==> src/rtl/dataflow_ctrl_pkg.sv <==
// Shared types and helpers for the dataflow start/continue controller.
package dataflow_ctrl_pkg;

    typedef enum logic [1:0] {
        IDLE = 2'd0,
        BUSY = 2'd1,
        HOLD = 2'd2
    } ctrl_state_e;

    localparam int STALL_LIMIT_DEFAULT = 1024;

    // Bits needed to hold a token count of 0..depth inclusive.
    function automatic int tok_cnt_w(input int depth);
        return $clog2(depth + 1);
    endfunction

endpackage

==> src/rtl/start_token_counter.sv <==
// Occupancy counter for the start-token FIFO between producer and consumer.
module start_token_counter
    import dataflow_ctrl_pkg::*;
#(
    parameter int DEPTH = 2,
    parameter int W     = tok_cnt_w(DEPTH)
) (
    input  logic         clk,
    input  logic         rst,
    input  logic         push,
    input  logic         pop,
    output logic         full_n,
    output logic         empty_n,
    output logic [W-1:0] count
);

    localparam logic [W-1:0] FULL = W'(DEPTH);

    always_ff @(posedge clk) begin
        if (rst) begin
            count <= '0;
        end else if (push && !pop && count != FULL) begin
            count <= count + 1'b1;
        end else if (pop && !push && count != '0) begin
            count <= count - 1'b1;
        end
    end

    // Status reads as empty while reset is held so nothing launches from stale tokens.
    assign full_n  = rst | (count != FULL);
    assign empty_n = ~rst & (count != '0);

endmodule

==> src/rtl/dataflow_start_ctrl.sv <==
// Block-level ap_ctrl sequencer for a two-process dataflow region (producer p0, consumer p1).
module dataflow_start_ctrl
    import dataflow_ctrl_pkg::*;
#(
    parameter int START_DEPTH = 2,
    parameter int CNT_W       = 16,
    parameter int STALL_LIMIT = STALL_LIMIT_DEFAULT
) (
    input  logic                                ap_clk,
    input  logic                                ap_rst,
    input  logic                                ap_start,
    input  logic                                ap_continue,
    output logic                                ap_ready,
    output logic                                ap_done,
    output logic                                ap_idle,
    output logic                                p0_ap_start,
    output logic                                p0_ap_continue,
    input  logic                                p0_ap_ready,
    input  logic                                p0_ap_done,
    input  logic                                p0_ap_idle,
    output logic                                p1_ap_start,
    output logic                                p1_ap_continue,
    input  logic                                p1_ap_ready,
    input  logic                                p1_ap_done,
    input  logic                                p1_ap_idle,
    output logic                                start_full_n,
    output logic                                start_empty_n,
    output logic [CNT_W-1:0]                    trans_in_cnt,
    output logic [CNT_W-1:0]                    trans_out_cnt,
    output logic                                stall_flag,
    output ctrl_state_e                         state,
    output logic [tok_cnt_w(START_DEPTH)-1:0]   tok_cnt
);

    localparam int SW = $clog2(STALL_LIMIT + 1);
    localparam logic [SW-1:0] STALL_MAX = SW'(STALL_LIMIT);

    logic             launch, pop, retire, progress;
    logic             done_hold, done_hold_d, hold_vis;
    logic [CNT_W-1:0] in_d, out_d;
    logic [SW-1:0]    stall_cnt, stall_d;
    ctrl_state_e      state_d;
    logic             unused;

    // Handshakes: a transfer happens in exactly the cycle where start and ready are both high.
    assign p0_ap_start    = ap_start & start_full_n;
    assign launch         = p0_ap_start & p0_ap_ready;
    assign ap_ready       = launch;
    assign p1_ap_start    = start_empty_n;
    assign pop            = start_empty_n & p1_ap_ready;
    assign p0_ap_continue = 1'b1;
    assign p1_ap_continue = ap_continue;
    assign unused         = p0_ap_done;

    start_token_counter #(.DEPTH(START_DEPTH)) u_tokens (
        .clk     (ap_clk),
        .rst     (ap_rst),
        .push    (launch),
        .pop     (pop),
        .full_n  (start_full_n),
        .empty_n (start_empty_n),
        .count   (tok_cnt)
    );

    assign hold_vis    = done_hold & ~ap_rst;
    assign ap_done     = p1_ap_done | hold_vis;
    assign ap_idle     = p0_ap_idle & p1_ap_idle & ~start_empty_n & ~hold_vis;
    assign retire      = ap_done & ap_continue;
    assign done_hold_d = ap_continue ? 1'b0 : (p1_ap_done | done_hold);
    assign in_d        = trans_in_cnt + CNT_W'(launch);
    assign out_d       = trans_out_cnt + CNT_W'(retire);
    assign progress    = launch | pop | p1_ap_done;

    always_comb begin
        state_d = state;
        case (state)
            IDLE:    if (launch) state_d = BUSY;
            BUSY:    if (done_hold_d) state_d = HOLD;
                     else if (in_d == out_d) state_d = IDLE;
            HOLD:    if (ap_continue) state_d = (in_d != out_d) ? BUSY : IDLE;
            default: state_d = IDLE;
        endcase
    end

    always_comb begin
        stall_d = '0;
        if (state == BUSY && !progress) begin
            stall_d = (stall_cnt == STALL_MAX) ? stall_cnt : stall_cnt + 1'b1;
        end
    end

    always_ff @(posedge ap_clk) begin
        if (ap_rst) begin
            state         <= IDLE;
            done_hold     <= 1'b0;
            trans_in_cnt  <= '0;
            trans_out_cnt <= '0;
            stall_cnt     <= '0;
            stall_flag    <= 1'b0;
        end else begin
            state         <= state_d;
            done_hold     <= done_hold_d;
            trans_in_cnt  <= in_d;
            trans_out_cnt <= out_d;
            stall_cnt     <= stall_d;
            if (stall_d == STALL_MAX) stall_flag <= 1'b1;
        end
    end

endmodule

==> config.mk <==
export PLATFORM = sky130hd
export DESIGN_NAME = dataflow_start_ctrl
export DESIGN_NICKNAME = d
export VERILOG_FILES = /design/src/rtl/dataflow_ctrl_pkg.sv /design/src/rtl/start_token_counter.sv /design/src/rtl/dataflow_start_ctrl.sv
export SDC_FILE = /design/constraint.sdc
export NUM_CORES = 1
export LEC_CHECK = 0
export ABC_CLOCK_PERIOD_IN_PS = 2850
export BUFFER_PORTS_ARGS = -buffer_cell sky130_fd_sc_hd__clkbuf_2
export CAP_MARGIN = 10
export CORE_MARGIN = 5
export CORE_UTILIZATION = 45
export CTS_CLUSTER_DIAMETER = 50
export DETAILED_ROUTE_END_ITERATION = 10
export GPL_TIMING_DRIVEN = 0
export PLACE_DENSITY = 0.79
export SLEW_MARGIN = 10
export SYNTH_ARGS = -nofsm -noshare
export SYNTH_HDL_FRONTEND = slang
export SYNTH_SLANG_ARGS = --single-unit
==> constraint.sdc <==
create_clock -name ap_clk -period 2.85 [get_ports ap_clk]
set_clock_uncertainty 0.05 [all_clocks]
set_input_delay 0 -clock ap_clk [delete_from_list [all_inputs] [get_ports ap_clk]]
set_output_delay 0 -clock ap_clk [all_outputs]
set_load 0.02 [all_outputs]
==> results.toml <==
[synth]
synth.avg_cell_area_sq_um = 8.62
yosysTopAreaCell = "dfxtp_1"
synth_area_sq_um = 2490
synth_edf_count = 0
ys_async_sr_fraction_pct = 0
synth-compound-area-share_pct = 4.87
muxShareOfSynthArea_pct = 0.402
synthAdderAreaFrac_pct = 3.52
synth_top_family_by_area = "simple AND/OR/NAND/NOR gates"
yosysUniqueCellTypes = 46
synth.net_count = 306
synth_simple_gate_area_share_pct = 29.6
synth_warnings = 0
ys_seq_elements = 49
seq_area_frac_synth_pct = 39.4
syn_inst = 289
synthXorXnorAreaFrac_pct = 18.9
yosysTopAreaCellShare_pct = 39.4
synthTopCellsByArea = "dfxtp_1, xnor2_1, nor2_1"
ys.flop_type = "dfxtp_1"

[global_routing]
antenna_found_initial = 0
track_usage_pct = 15.6
grt_pass1_wl_mm = 9.29
grt_pass1_vias = 2027
grt_max_degree = 15
grt-ovfl-total = 0

[critical_path]
path_cells = "nand2b_1 -> or2_4 -> nand3_2 -> inv_2 -> ha_2 -> ha_2 -> nand4_1 -> nor2_2 -> nand4_1 -> xor2_2 -> xor2_1 -> nor3_2 -> a31oi_1"
worstPathMaxFanout = 7
rrSetupSlack_ns = 0.14
path_class = "reg2reg"
start_kind = "register"
arrival_ns = 2.83
crit_family = "simple AND/OR/NAND/NOR gates"
critPathBufInv = 1
crit_required_ns = 2.96
crit_slowest_cell = "dfxtp_4"
crit_path_max_incr_delay_ns = 0.38
end_kind = "register"

[cells_and_area]
final_cell_mix = "nor2_1, clkbuf_2, dfxtp_1"
nFillCells = 524
diodes = 0
regArea_sq_um = 986
drive_gt1_share_pct = 24.0
layout.nets = 371
final_common_cell = "nor2_1"
multi_input_area_sq_um = 1460
area_growth_pct = 21.9
instances_no_fill = 426
final_cell_area_sq_um = 3030

[die]
initial_core_util_pct = 45.8
num_rows = 27
die_y_microns = 84.4
die_area_sq_um = 7120
coreArea_sq_um = 5440
die_width_microns = 84.4
io_pins = 56

[cts]
h-tree-depth = 2
cts-root-buf = "clkbuf_8"
clock-sinks = 49
clock_latency_ns = 0.29
numCtsBuffers = 5
clk_pin_slew_worst_paths_ns = 0.09
cts_buffer_depth = 2
cts_tree = "yes"

[power_and_ir_drop]
p_sw_share_pct = 22.5
fin_total_pwr_w = 0.00128
irDropWorstVdd_v = 0.000296
internal_power_w = 0.000996
switchingPower_w = 0.000289
seq_power_share_pct = 54.7
pwr-share-comb_pct = 8.7
powerDensity_nw_per_um2 = 423
clkPwrFrac_pct = 36.6
p_leak_nw = 1.23

[sta]
period_needed_ns = 2.71
hold_ws_ns = 0.00605
slew_headroom_pct = 65.0
worstMarginPinSlew_ns = 0.525
fin_crit_sh_pct = 95.2
slew_violations = 0
setup_violations = 0
clock.fmax_mhz = 369
hold_viol = 0
setup_tns_ns = 0

[drt]
wl_per_cell_microns = 13.0
ant_nets = 0
dr.pass1.iters = 4
routed-via-count = 2184
drc_errors = 0
viasPerCell = 5.13
drtIter0Drc = 68
wl_mm = 5.55

[placement]
dp_hpwl_mm = 4.13
port_buffers = 53
postPlaceCellArea_sq_um = 2850
dpl.cell_count = 414
routabilityCongestion = 0.821

[worst_hold_path]
hold_path_class = "in2reg"

[status]
outcome = "completed"

[flow_run]
max_cap_viol_count = 0
[layout make-up]
class / count / area share, %
plain buffers: 9 / 1.57
clock buffers: 5 / 2.27
clock inverters: 2 / 1.15
inverters: 8 / 0.990
multi-input cells: 223 / 48.2
flip-flops and latches: 49 / 32.5
well taps: 72 / 2.97
repair buffers: 58 / 10.3
[kinds of logic (layout without fill, tap and decap cells)]
group	Yosys count	count (layout)
flops	49	49
buf+inv	17	82
mux	1	1
other cells	1	1
compound gates	18	18
fa+ha+maj	7	7
xor+xnor	53	53
simple gates	143	143
[power by group through the flow]
stage / Sequential (W) / Clock, W / Combinational (W)
6_report: 0.000702 / 0.000470 / 0.000111
4_1_cts: 0.000703 / 0.000483 / 0.000111
3_5_place_dp: 0.000719 / 0 / 0.000105
2_1_floorplan: 0.000726 / 0 / 0.0000620
5_1_grt: 0.000704 / 0.000512 / 0.000125
3_3_place_gp: 0.000718 / 0 / 0.000103
[metal layers]
layer	wire, microns	up-vias	part of all wire (%)	track usage (%)
met1	2530	1017	46	19.8
met3	386	6	7.0	4.91
li1	-	1098	-	-
met4	57	0	1.0	4.32
met5	0	-	0	0
met2	2570	63	46	25.8
[repair_timing]
action                                  CTS  global route
setup buffers                             0             1
gates resized for setup                   3             8
endpoints found under the setup margin    1             1
pin swaps                                 0             2
hold buffers                              4             0
cloned                                    0             0
hold endpoints to repair                  4             0
[worst paths after layout]
check,startpoint,endpoint,cells after the start
min reg2reg,stall_flag,stall_flag,2
min,p1_ap_done,done_hold,3
max reg2reg,u_tokens.count[0],state[0],13
max,u_tokens.count[0],state[0],13
[cells in the mapped netlist, drive strengths merged (3+ instances only)]
master	n
nor2	63
o21ai	3
xor2	24
a21oi	5
nor3	8
inv	8
buf	7
nor2b	7
ha	7
dfxtp	49
nand4	11
nand2b	3
xnor2	29
and3	3
nand3	19
nand2	15
[worst reg2reg max path, cell delays in order, from the launching register on]
cell and delay, ns:
dfxtp_4 0.38, nand2b_1 0.14, or2_4 0.14, nand3_2 0.10, inv_2 0.09, ha_2 0.22
ha_2 0.21, nand4_1 0.22, nor2_2 0.21, nand4_1 0.16, xor2_2 0.20, xor2_1 0.16
nor3_2 0.19, a31oi_1 0.11
[registers in the layout, indices dropped and copies added, names as in the netlist]
signal,cells
trans_in_cnt,16
trans_out_cnt,16
stall_cnt,11
state,2
u_tokens.count,2
done_hold,1
stall_flag,1
[through the flow]
stage	utilization, %	setup slack [ns]
after floorplan	-	0.0632
after global placement	52.3	0.0707
after detailed placement	52.3	-0.0161
after CTS	55.3	0.0190
after global routing	55.8	-0.0137
final	55.8	0.136
Power figures use the tool's default switching activity.
